## config.mk

```make
export PLATFORM = sky130hd
export DESIGN_NAME = branch_resolve_queue
export DESIGN_NICKNAME = d
export VERILOG_FILES = /design/src/rtl/branch_resolve_queue.sv
export SDC_FILE = /design/constraint.sdc
export NUM_CORES = 1
export LEC_CHECK = 0
export ABC_AREA = 1
export BUFFER_PORTS_ARGS = -buffer_cell sky130_fd_sc_hd__clkbuf_2
export CAP_MARGIN = 20
export CORE_MARGIN = 5
export CORE_UTILIZATION = 50
export DETAILED_ROUTE_END_ITERATION = 6
export PLACE_DENSITY = 0.71
export SLEW_MARGIN = 30
export SYNTH_ARGS = -nofsm -noshare
export SYNTH_HDL_FRONTEND = slang
export SYNTH_SLANG_ARGS = --single-unit
```

## constraint.sdc

```tcl
create_clock -name clk -period 3.5 [get_ports clk]
set_input_delay 0.175 -clock clk [delete_from_list [all_inputs] [get_ports clk]]
set_output_delay 0.175 -clock clk [all_outputs]
set_load 0.05 [all_outputs]
```

## src/rtl/branch_resolve_queue.sv

```systemverilog
`default_nettype none
// ============================================================================
// Module : branch_resolve_queue
// Brief  : In-flight branch queue; emits history-table updates and redirects.
// Rev    : 1.0
// ============================================================================
module branch_resolve_queue #(
   parameter int PC_W  = 32,
   parameter int LOWER = 7,
   parameter int DEPTH = 4,
   parameter int CNT_W = 16
) (
   input  logic              clk,
   input  logic              arst_n,
   input  logic              push_valid,
   input  logic [PC_W-1:0]   push_pc,
   input  logic              push_pred,
   output logic              full,
   output logic              empty,
   input  logic              res_valid,
   input  logic              res_taken,
   input  logic              res_jump,
   input  logic [PC_W-1:0]   res_target,
   input  logic              ext_flush,
   output logic              upd_valid,
   output logic [LOWER-1:0]  upd_addr,
   output logic              upd_was_taken,
   output logic              upd_jumped,
   output logic              mispredict,
   output logic [PC_W-1:0]   redirect_pc,
   output logic              underflow_err,
   output logic [CNT_W-1:0]  mispred_cnt,
   output logic [CNT_W-1:0]  resolve_cnt
);

   localparam int c_ptr_w = (DEPTH > 1) ? $clog2(DEPTH) : 1;
   localparam int c_cnt_w = c_ptr_w + 1;

   logic [PC_W-1:0]    r_pc_mem   [DEPTH];
   logic               r_pred_mem [DEPTH];
   logic [c_ptr_w-1:0] r_wr_ptr;
   logic [c_ptr_w-1:0] r_rd_ptr;
   logic [c_cnt_w-1:0] r_count;

   logic               r_upd_valid;
   logic [LOWER-1:0]   r_upd_addr;
   logic               r_upd_was_taken;
   logic               r_upd_jumped;
   logic               r_mispredict;
   logic [PC_W-1:0]    r_redirect_pc;
   logic               r_underflow_err;
   logic [CNT_W-1:0]   r_mispred_cnt;
   logic [CNT_W-1:0]   r_resolve_cnt;

   logic               w_full;
   logic               w_empty;
   logic               w_pop;
   logic               w_push;
   logic               w_actual;
   logic               w_mis;
   logic               w_flush;
   logic [PC_W-1:0]    w_head_pc;
   logic               w_head_pred;
   logic [PC_W-1:0]    w_fall_pc;
   logic [PC_W-1:0]    w_redirect;

   assign w_full      = (r_count == c_cnt_w'(DEPTH));
   assign w_empty     = (r_count == '0);
   assign w_head_pc   = r_pc_mem[r_rd_ptr];
   assign w_head_pred = r_pred_mem[r_rd_ptr];
   assign w_pop       = res_valid && !w_empty;
   assign w_actual    = res_taken | res_jump;
   assign w_mis       = w_pop && (w_actual != w_head_pred);
   // A mispredict discards the wrong-path younger entries, including any same-cycle push.
   assign w_flush     = w_mis || ext_flush;
   assign w_push      = push_valid && (!w_full || w_pop) && !w_flush;
   assign w_fall_pc   = w_head_pc + PC_W'(4);
   assign w_redirect  = w_actual ? res_target : w_fall_pc;

   // Entry storage carries no reset: validity is tracked solely by the pointers.
   always_ff @(posedge clk) begin
      if (w_push) begin
         r_pc_mem[r_wr_ptr]   <= push_pc;
         r_pred_mem[r_wr_ptr] <= push_pred;
      end
   end

   always_ff @(posedge clk or negedge arst_n) begin
      if (!arst_n) begin
         r_wr_ptr <= '0;
         r_rd_ptr <= '0;
         r_count  <= '0;
      end else if (w_flush) begin
         r_wr_ptr <= '0;
         r_rd_ptr <= '0;
         r_count  <= '0;
      end else begin
         if (w_push) begin
            r_wr_ptr <= r_wr_ptr + c_ptr_w'(1);
         end
         if (w_pop) begin
            r_rd_ptr <= r_rd_ptr + c_ptr_w'(1);
         end
         case ({w_push, w_pop})
            2'b10:   r_count <= r_count + c_cnt_w'(1);
            2'b01:   r_count <= r_count - c_cnt_w'(1);
            default: r_count <= r_count;
         endcase
      end
   end

   always_ff @(posedge clk or negedge arst_n) begin
      if (!arst_n) begin
         r_upd_valid     <= 1'b0;
         r_upd_addr      <= '0;
         r_upd_was_taken <= 1'b0;
         r_upd_jumped    <= 1'b0;
         r_mispredict    <= 1'b0;
         r_redirect_pc   <= '0;
         r_underflow_err <= 1'b0;
         r_mispred_cnt   <= '0;
         r_resolve_cnt   <= '0;
      end else begin
         r_upd_valid  <= w_pop;
         r_mispredict <= w_mis;
         if (w_pop) begin
            r_upd_addr      <= w_head_pc[LOWER-1:0];
            r_upd_was_taken <= res_taken;
            r_upd_jumped    <= res_jump;
            if (!(&r_resolve_cnt)) begin
               r_resolve_cnt <= r_resolve_cnt + CNT_W'(1);
            end
         end
         if (w_mis) begin
            r_redirect_pc <= w_redirect;
            if (!(&r_mispred_cnt)) begin
               r_mispred_cnt <= r_mispred_cnt + CNT_W'(1);
            end
         end
         if (res_valid && w_empty) begin
            r_underflow_err <= 1'b1;
         end
      end
   end

   assign full          = w_full;
   assign empty         = w_empty;
   assign upd_valid     = r_upd_valid;
   assign upd_addr      = r_upd_addr;
   assign upd_was_taken = r_upd_was_taken;
   assign upd_jumped    = r_upd_jumped;
   assign mispredict    = r_mispredict;
   assign redirect_pc   = r_redirect_pc;
   assign underflow_err = r_underflow_err;
   assign mispred_cnt   = r_mispred_cnt;
   assign resolve_cnt   = r_resolve_cnt;

endmodule
`default_nettype wire

```

==> qor.txt, run 1 <==
Post-Synth XOR/XNOR Area - 3.37%
Design Area, Final - 12800 sq um
area occupied by multi-input gates - 3890 sq um
Yosys Warn Count - 0
fin crit period - 2700 ps
gr usage total - 22.6%
Final nets - 1423
most frequent CP cell - nand2_1
# hold bufs at CTS - 58
outcome - complete, no violations
Async SR Flop Fraction - 38.6%
grt total ovfl - 0
IR drop worst, VDD - 0.000467 V
core outline area - 20400 sq um
Synth Area in Compound Gates - 5.07%
max cap viols - 0
worst slew pin tran - 836 ps
area grow syn2layout - 22.5%
Tcrit/Tclk final - 77.3%
register area - 6040 sq um
dpl cells - 1530
top cell type's share of synthesized area - 38.1%
count of cell types in the netlist - 42
Starting Density - 51.1%
Worst-Skew Late Latency - 510 ps
number of buffers on the longest clock path - 3
Final setup violation count - 0
area leader, netlist - edfxtp_1
Die W - 154 um
I/O pin cnt - 150
vias in the first global route - 8061
Fin. Hold Viols - 0
clk root buf - clkbuf_16
register area share after synthesis - 58.0%
Post-synth top flop - edfxtp_1
Initial DRC Count - 554
initial antenna violation count - 0
fraction of layout cells with a size suffix above 1 - 19.5%
pin count of the biggest net entering global routing - 68
largest cells by area after synthesis - edfxtp_1 (38%), dfrtp_1 (20%), nand2_1 (15%)
final-report max-slew violation count - 0
achievable frequency - 370 MHz
critical-path maximum fanout - 27
Adder-Cell Fraction of Synth Area - 1.03%
GPL Wtd Cong - 0.933
WP data arrival - 3140 ps
Post-DRT Antenna Nets - 0
Setup crit end kind - flop
total CTS buffers - 23
worst path cell trace - buf_4, nand2_1, nand3_1, nand2_1, nand2_1, nand3_2, buf_4, inv_2, nand2_4, nor2_4, nand3_1, nor2_1, xor2_1
Worst Clk Skew - 9.14 ps
multiplexer share of the synthesized area - 0%
drt drc - 0
largest family of logic cells by synthesized area - simple AND/OR/NAND/NOR gates
Filler cells - 1666
most common cell in the netlist - nand2_1
H-tree levels - 1
CTS tree - built
die footprint - 23800 sq um
Cells after Synth - 1133
TritonRoute pass-1 iters - 5
Port Buffers - 149
DP HPWL - 18.6 mm
Vias per Instance - 5.16
CTS Sinks - 215
Routed WL per cell - 16.6 um
Simple-Gate Fraction of Synth Area - 27.8%
RSZ-0062 raised after global routing - no
Rows - 52
Tot Pwr - 10500 uW
clock-pin slew on the worst setup and hold paths - 60 ps
top cells by count, synth - nand2_1 (414), edfxtp_1 (132), nor2_1 (93)
setup TNS - 0 ps
PD cells - 820 nW/um^2
EDFF count, synth - 132
postcts setup bufs - 0
Post-Route WL - 27.0 mm
mean post-synth cell area - 9.18 sq um
Post-Synthesis Cell Area - 10400 sq um
syn nets - 1213
Synth Register Bits - 215
global-route wire length before repair - 43.5 mm
CP required - 3940 ps
crit path launch type - flop
normalized max-slew margin - 44.3%
CP Class - flop to flop
via count - 8399
CP max stage delay - 520 ps
CTS resizes - 0
Crit-path slowest cell - dfrtp_2
leakage power - 0.00569 uW
Non-Filler Instances - 1628
Placed Area - 11400 sq um
chip height - 154 um
Hold WC Path Type - input pin to flop
antenna cell count - 0
[cell type report]
type	instances	area share, %
multi-input cells	811	30.5
clock inverters	13	0.952
well taps	270	2.65
repair buffers	223	11.6
clock buffers	27	4.88
flip-flops and latches	215	47.4
inverters	69	2.03
[critical path, delay by kind of cell (launching register included)]
family	cells	cell delay, ps
XOR/XNOR	1	150
buffers and inverters	3	930
flip-flops	1	520
AND/OR/NAND/NOR	9	1010
[routing by layer]
metal / global-route usage (%) / share of wire [%] / up-vias
li1: - / - / 4153
met1: 31.2 / 44 / 3942
met2: 38.0 / 47 / 255
met3: 3.16 / 6.0 / 49
met4: 6.10 / 2.7 / 0
met5: 0 / 0 / -
[layout by cell type (no fill, tap or decap), drive strengths merged]
cell / Yosys / routed
a31oi: 2 / 2
xor2: 29 / 29
xnor2: 11 / 11
or2: 12 / 12
o31ai: 1 / 1
a21boi: 7 / 7
o21ai: 38 / 38
nand3: 87 / 87
inv: 69 / 70
o211ai: 7 / 7
clkinvlp: 0 / 2
a21oi: 25 / 25
dlygate4sd3: 0 / 58
ha: 7 / 7
a21o: 1 / 1
clkbuf: 9 / 175
edfxtp: 132 / 132
nor4: 1 / 1
a2bb2oi: 4 / 4
nand3b: 4 / 4
nand4: 13 / 13
dfrtp: 83 / 83
nand2: 432 / 432
a32o: 2 / 2
bufinv: 0 / 2
nor3b: 1 / 1
fa: 1 / 1
a22oi: 1 / 1
nor3: 10 / 10
o22ai: 1 / 1
buf: 29 / 17
clkinv: 0 / 8
nor2: 113 / 113
o21a: 1 / 1
[state kept, by name, indices dropped and copies added, names as in the netlist]
| name | flops |
|---|---|
| upd_valid | 1 |
| redirect_pc | 32 |
| underflow_err | 1 |
| r_pc_mem | 128 |
| r_pred_mem | 4 |
| upd_was_taken | 1 |
| upd_jumped | 1 |
| r_count | 3 |
| r_rd_ptr | 2 |
| mispredict | 1 |
| mispred_cnt | 16 |
| upd_addr | 7 |
| resolve_cnt | 16 |
| r_wr_ptr | 2 |
[power breakdown]
group / internal (uW) / switching [uW]
combinational: 1210 / 3390
clock: 1410 / 974
sequential: 3140 / 324
total: 5760 / 4690
[logic make-up (layout without fill, tap and decap cells)]
group / count (synthesis) / in the layout
adder cells (fa/ha/maj): 8 / 8
AO/OA/AOI/OAI: 90 / 90
AND/OR/NAND/NOR: 673 / 673
XOR/XNOR: 40 / 40
buffers and inverters: 107 / 332
flip-flops: 215 / 215
[final timing paths]
kind,startpoint,to,slack (ps),cells after the start
max,r_rd_ptr[0],mispred_cnt[14],800,13
min,res_target[29],redirect_pc[29],10,5
min in group asynchronous,arst_n,underflow_err,310,2
max in group asynchronous,arst_n,redirect_pc[22],2430,3
max reg2reg,r_rd_ptr[0],mispred_cnt[14],800,13
min reg2reg,underflow_err,underflow_err,480,1
[per-stage QoR]
stage                     hold slack (ps)  util (%)  worst slack (ps)
final                                9.85      62.6               796
after global routing                 18.7      62.6               528
after CTS                           0.146      62.6               819
after detailed placement              331      56.1               840
after global placement                332      56.1               924
after floorplan                      -121         -              -536
Note: power is estimated with default switching activity, not from simulation.
==> inputs of run 2 (changes only) <==
==> constraint.sdc (replaced) <==
create_clock -name clk -period 2.5 [get_ports clk]
set_input_delay 0.125 -clock clk [delete_from_list [all_inputs] [get_ports clk]]
set_output_delay 0.125 -clock clk [all_outputs]
set_load 0.05 [all_outputs]
==> qor.txt, run 2 (synthesis gave the netlist of run 1 again) <==
outcome - complete, no violations
crit path launch type - flop
Rows - 52 (unchanged)
fraction of layout cells with a size suffix above 1 - 20.2% (+0.70 points)
Post-DRT Antenna Nets - 0 (unchanged)
Internal - 8330 uW (+45%)
DP HPWL - 17.9 mm (-3.5%)
Worst-Skew Late Latency - 500 ps (about the same)
CTS Sinks - 215 (unchanged)
final core occ - 64.5% (+1.9 points)
max cap viols - 0 (unchanged)
initial antenna violation count - 0 (unchanged)
TritonRoute pass-1 iters - 5 (unchanged)
clock-pin slew on the worst setup and hold paths - 60 ps (about the same)
GPL Wtd Cong - 0.921 (-1.3%)
Vias per Instance - 5.05 (-2.2%)
Seq pwr share - 32.3% (-0.8 points)
critical-path maximum fanout - 28 (+3.7%)
gr usage total - 21.6% (-1.1 points)
core outline area - 20400 sq um (unchanged)
Final setup violation count - 0 (unchanged)
I/O pin cnt - 150 (unchanged)
global-route wire length before repair - 42.3 mm (-2.8%)
Starting Density - 51.1% (unchanged)
total CTS buffers - 24 (+4.3%)
Die W - 154 um (unchanged)
die footprint - 23800 sq um (unchanged)
net switching power figure - 6550 uW (+40%)
setup TNS - 0 ps (unchanged)
Post-Route WL - 26.0 mm (-3.8%)
register area - 6040 sq um (about the same)
CP Class - flop to flop
Largest Register - r_pc_mem
antenna cell count - 0 (unchanged)
dpl cells - 1538 (+0.52%)
Initial DRC Count - 710 (+28%)
final-report max-slew violation count - 0 (unchanged)
worst slack at placement - 144 ps (-696 ps)
PD cells - 1130 nW/um^2 (+38%)
area grow syn2layout - 26.3%
Port Buffers - 149 (unchanged)
CTS tree - built
normalized max-slew margin - 69.1% (+25 points)
fin crit period - 2300 ps (-408 ps)
achievable frequency - 435 MHz (+18%)
Tcrit/Tclk final - 91.9% (+15 points)
Combinational Power Share - 44.9% (+0.9 points)
commonest cells after routing, fill and taps aside - nand2_1 (413), clkbuf_2 (148), edfxtp_1 (132), nor2_1 (87), nand3_1 (84)
WP data arrival - 2680 ps (-460 ps)
H-tree levels - 1 (unchanged)
CP required - 2890 ps (-1050 ps)
final worst slack - 204 ps (-592 ps)
Largest register FFs - 128 (unchanged)
via count - 8352 (-0.56%)
Non-Filler Instances - 1655 (+1.7%)
worst slew pin tran - 463 ps (-373 ps)
clock share of power - 22.8% (about the same)
drt drc - 0 (unchanged)
Setup crit end kind - flop
area occupied by multi-input gates - 3950 sq um (+1.4%)
Routed WL per cell - 15.7 um (-5.3%)
pin count of the biggest net entering global routing - 44 (-35%)
Worst Clk Skew - 7.93 ps (-1.21 ps)
number of buffers on the longest clock path - 3 (unchanged)
RSZ-0062 raised after global routing - no
Filler cells - 1639 (-1.6%)
Fin. Hold Viols - 0 (unchanged)
leakage power - 0.00585 uW (+2.8%)
IR drop worst, VDD - 0.000575 V (+23%)
grt total ovfl - 0 (unchanged)
clk root buf - clkbuf_16
Final nets - 1448 (+1.8%)
chip height - 154 um (unchanged)
most common cell after layout, fill and taps aside - nand2_1
Hold WC Path Type - input pin to async pin
switch share - 44.1% (-0.84 points)
vias in the first global route - 8077 (+0.20%)
==> run 2: changes by cell type in the layout (fill, tap and decap cells not counted), moves of 3 or more <==
cell           previous run  this run
dlygate4sd3_1            58        71
nor2_2                   15        12
clkinv_2                  4         1
clkbuf_1                  2         7
buf_12                    2         8
buf_4                    15        19
nor2_4                   10        14
==> run 2: what timing repair did <==
action                                  CTS  global route
setup buffers                             0             3
hold buffers                             71             0
endpoints found under the setup margin    0             9
endpoints found under the hold margin   252             0
resized for setup                         0             6
==> run 2: final timing paths <==
| check | cells after the start | startpoint | end | slack (ps) |
|---|---|---|---|---|
| max in group asynchronous | 3 | arst_n | resolve_cnt[14] | 1730 |
| min | 2 | arst_n | mispredict | 80 |
| max | 14 | r_rd_ptr[1] | redirect_pc[18] | 200 |
| min reg2reg | 1 | underflow_err | underflow_err | 460 |
| min in group clk | 2 | push_pc[31] | r_pc_mem[2][31] | 380 |
| max reg2reg | 14 | r_rd_ptr[1] | redirect_pc[18] | 200 |
==> run 2: metrics by stage <==
| stage | total power (uW) | area [sq um] | hold slack [ps] |
|---|---|---|---|
| floorplan | 9640 | 10500 | -171 |
| global placement | 11300 | 11600 | 73.8 |
| detailed placement | 11400 | 11600 | 68.1 |
| CTS | 14900 | 13100 | 77.7 |
| global route | 15800 | 13100 | 122 |
| finish | 14900 | 13100 | 84.6 |
==> run 2: cell type report <==
cell class              count  share of cell area, %
clock buffers              36                   5.47
clock inverters             7                  0.448
inverters                  69                   2.01
multi-input cells         811                   30.1
flip-flops and latches    215                   46.0
well taps                 270                   2.57
repair buffers            247                   13.4
==> run 2: worst max-delay path, cell delays in order, from the launching register on <==
cell	delay, ps
dfrtp_1	460
buf_12	200
nand3_1	110
nand2_2	70
inv_2	70
ha_1	160
inv_1	60
nor2_2	170
nand2_1	160
nor2_4	170
buf_4	140
nand2_1	70
xor2_1	150
nor2_1	110
o21ai_1	70
==> run 2: layer usage <==
metal  share of wire (%)  global-route usage, %  vias up
met5                   0                      0        -
met4                 1.5                   4.37        0
met3                 6.7                   3.16       31
met2                  46                   34.7      271
met1                  45                   31.6     3859
li1                    -                      -     4191
==> run 2: power by group through the flow <==
stage                     Sequential [uW]  Clock [uW]  Combinational, uW
after CTS                            4800        3480               6650
after detailed placement             4860           0               6540
after global placement               4850           0               6450
after floorplan                      6270           0               3380
after global routing                 4880        3620               7310
final                                4810        3400               6680
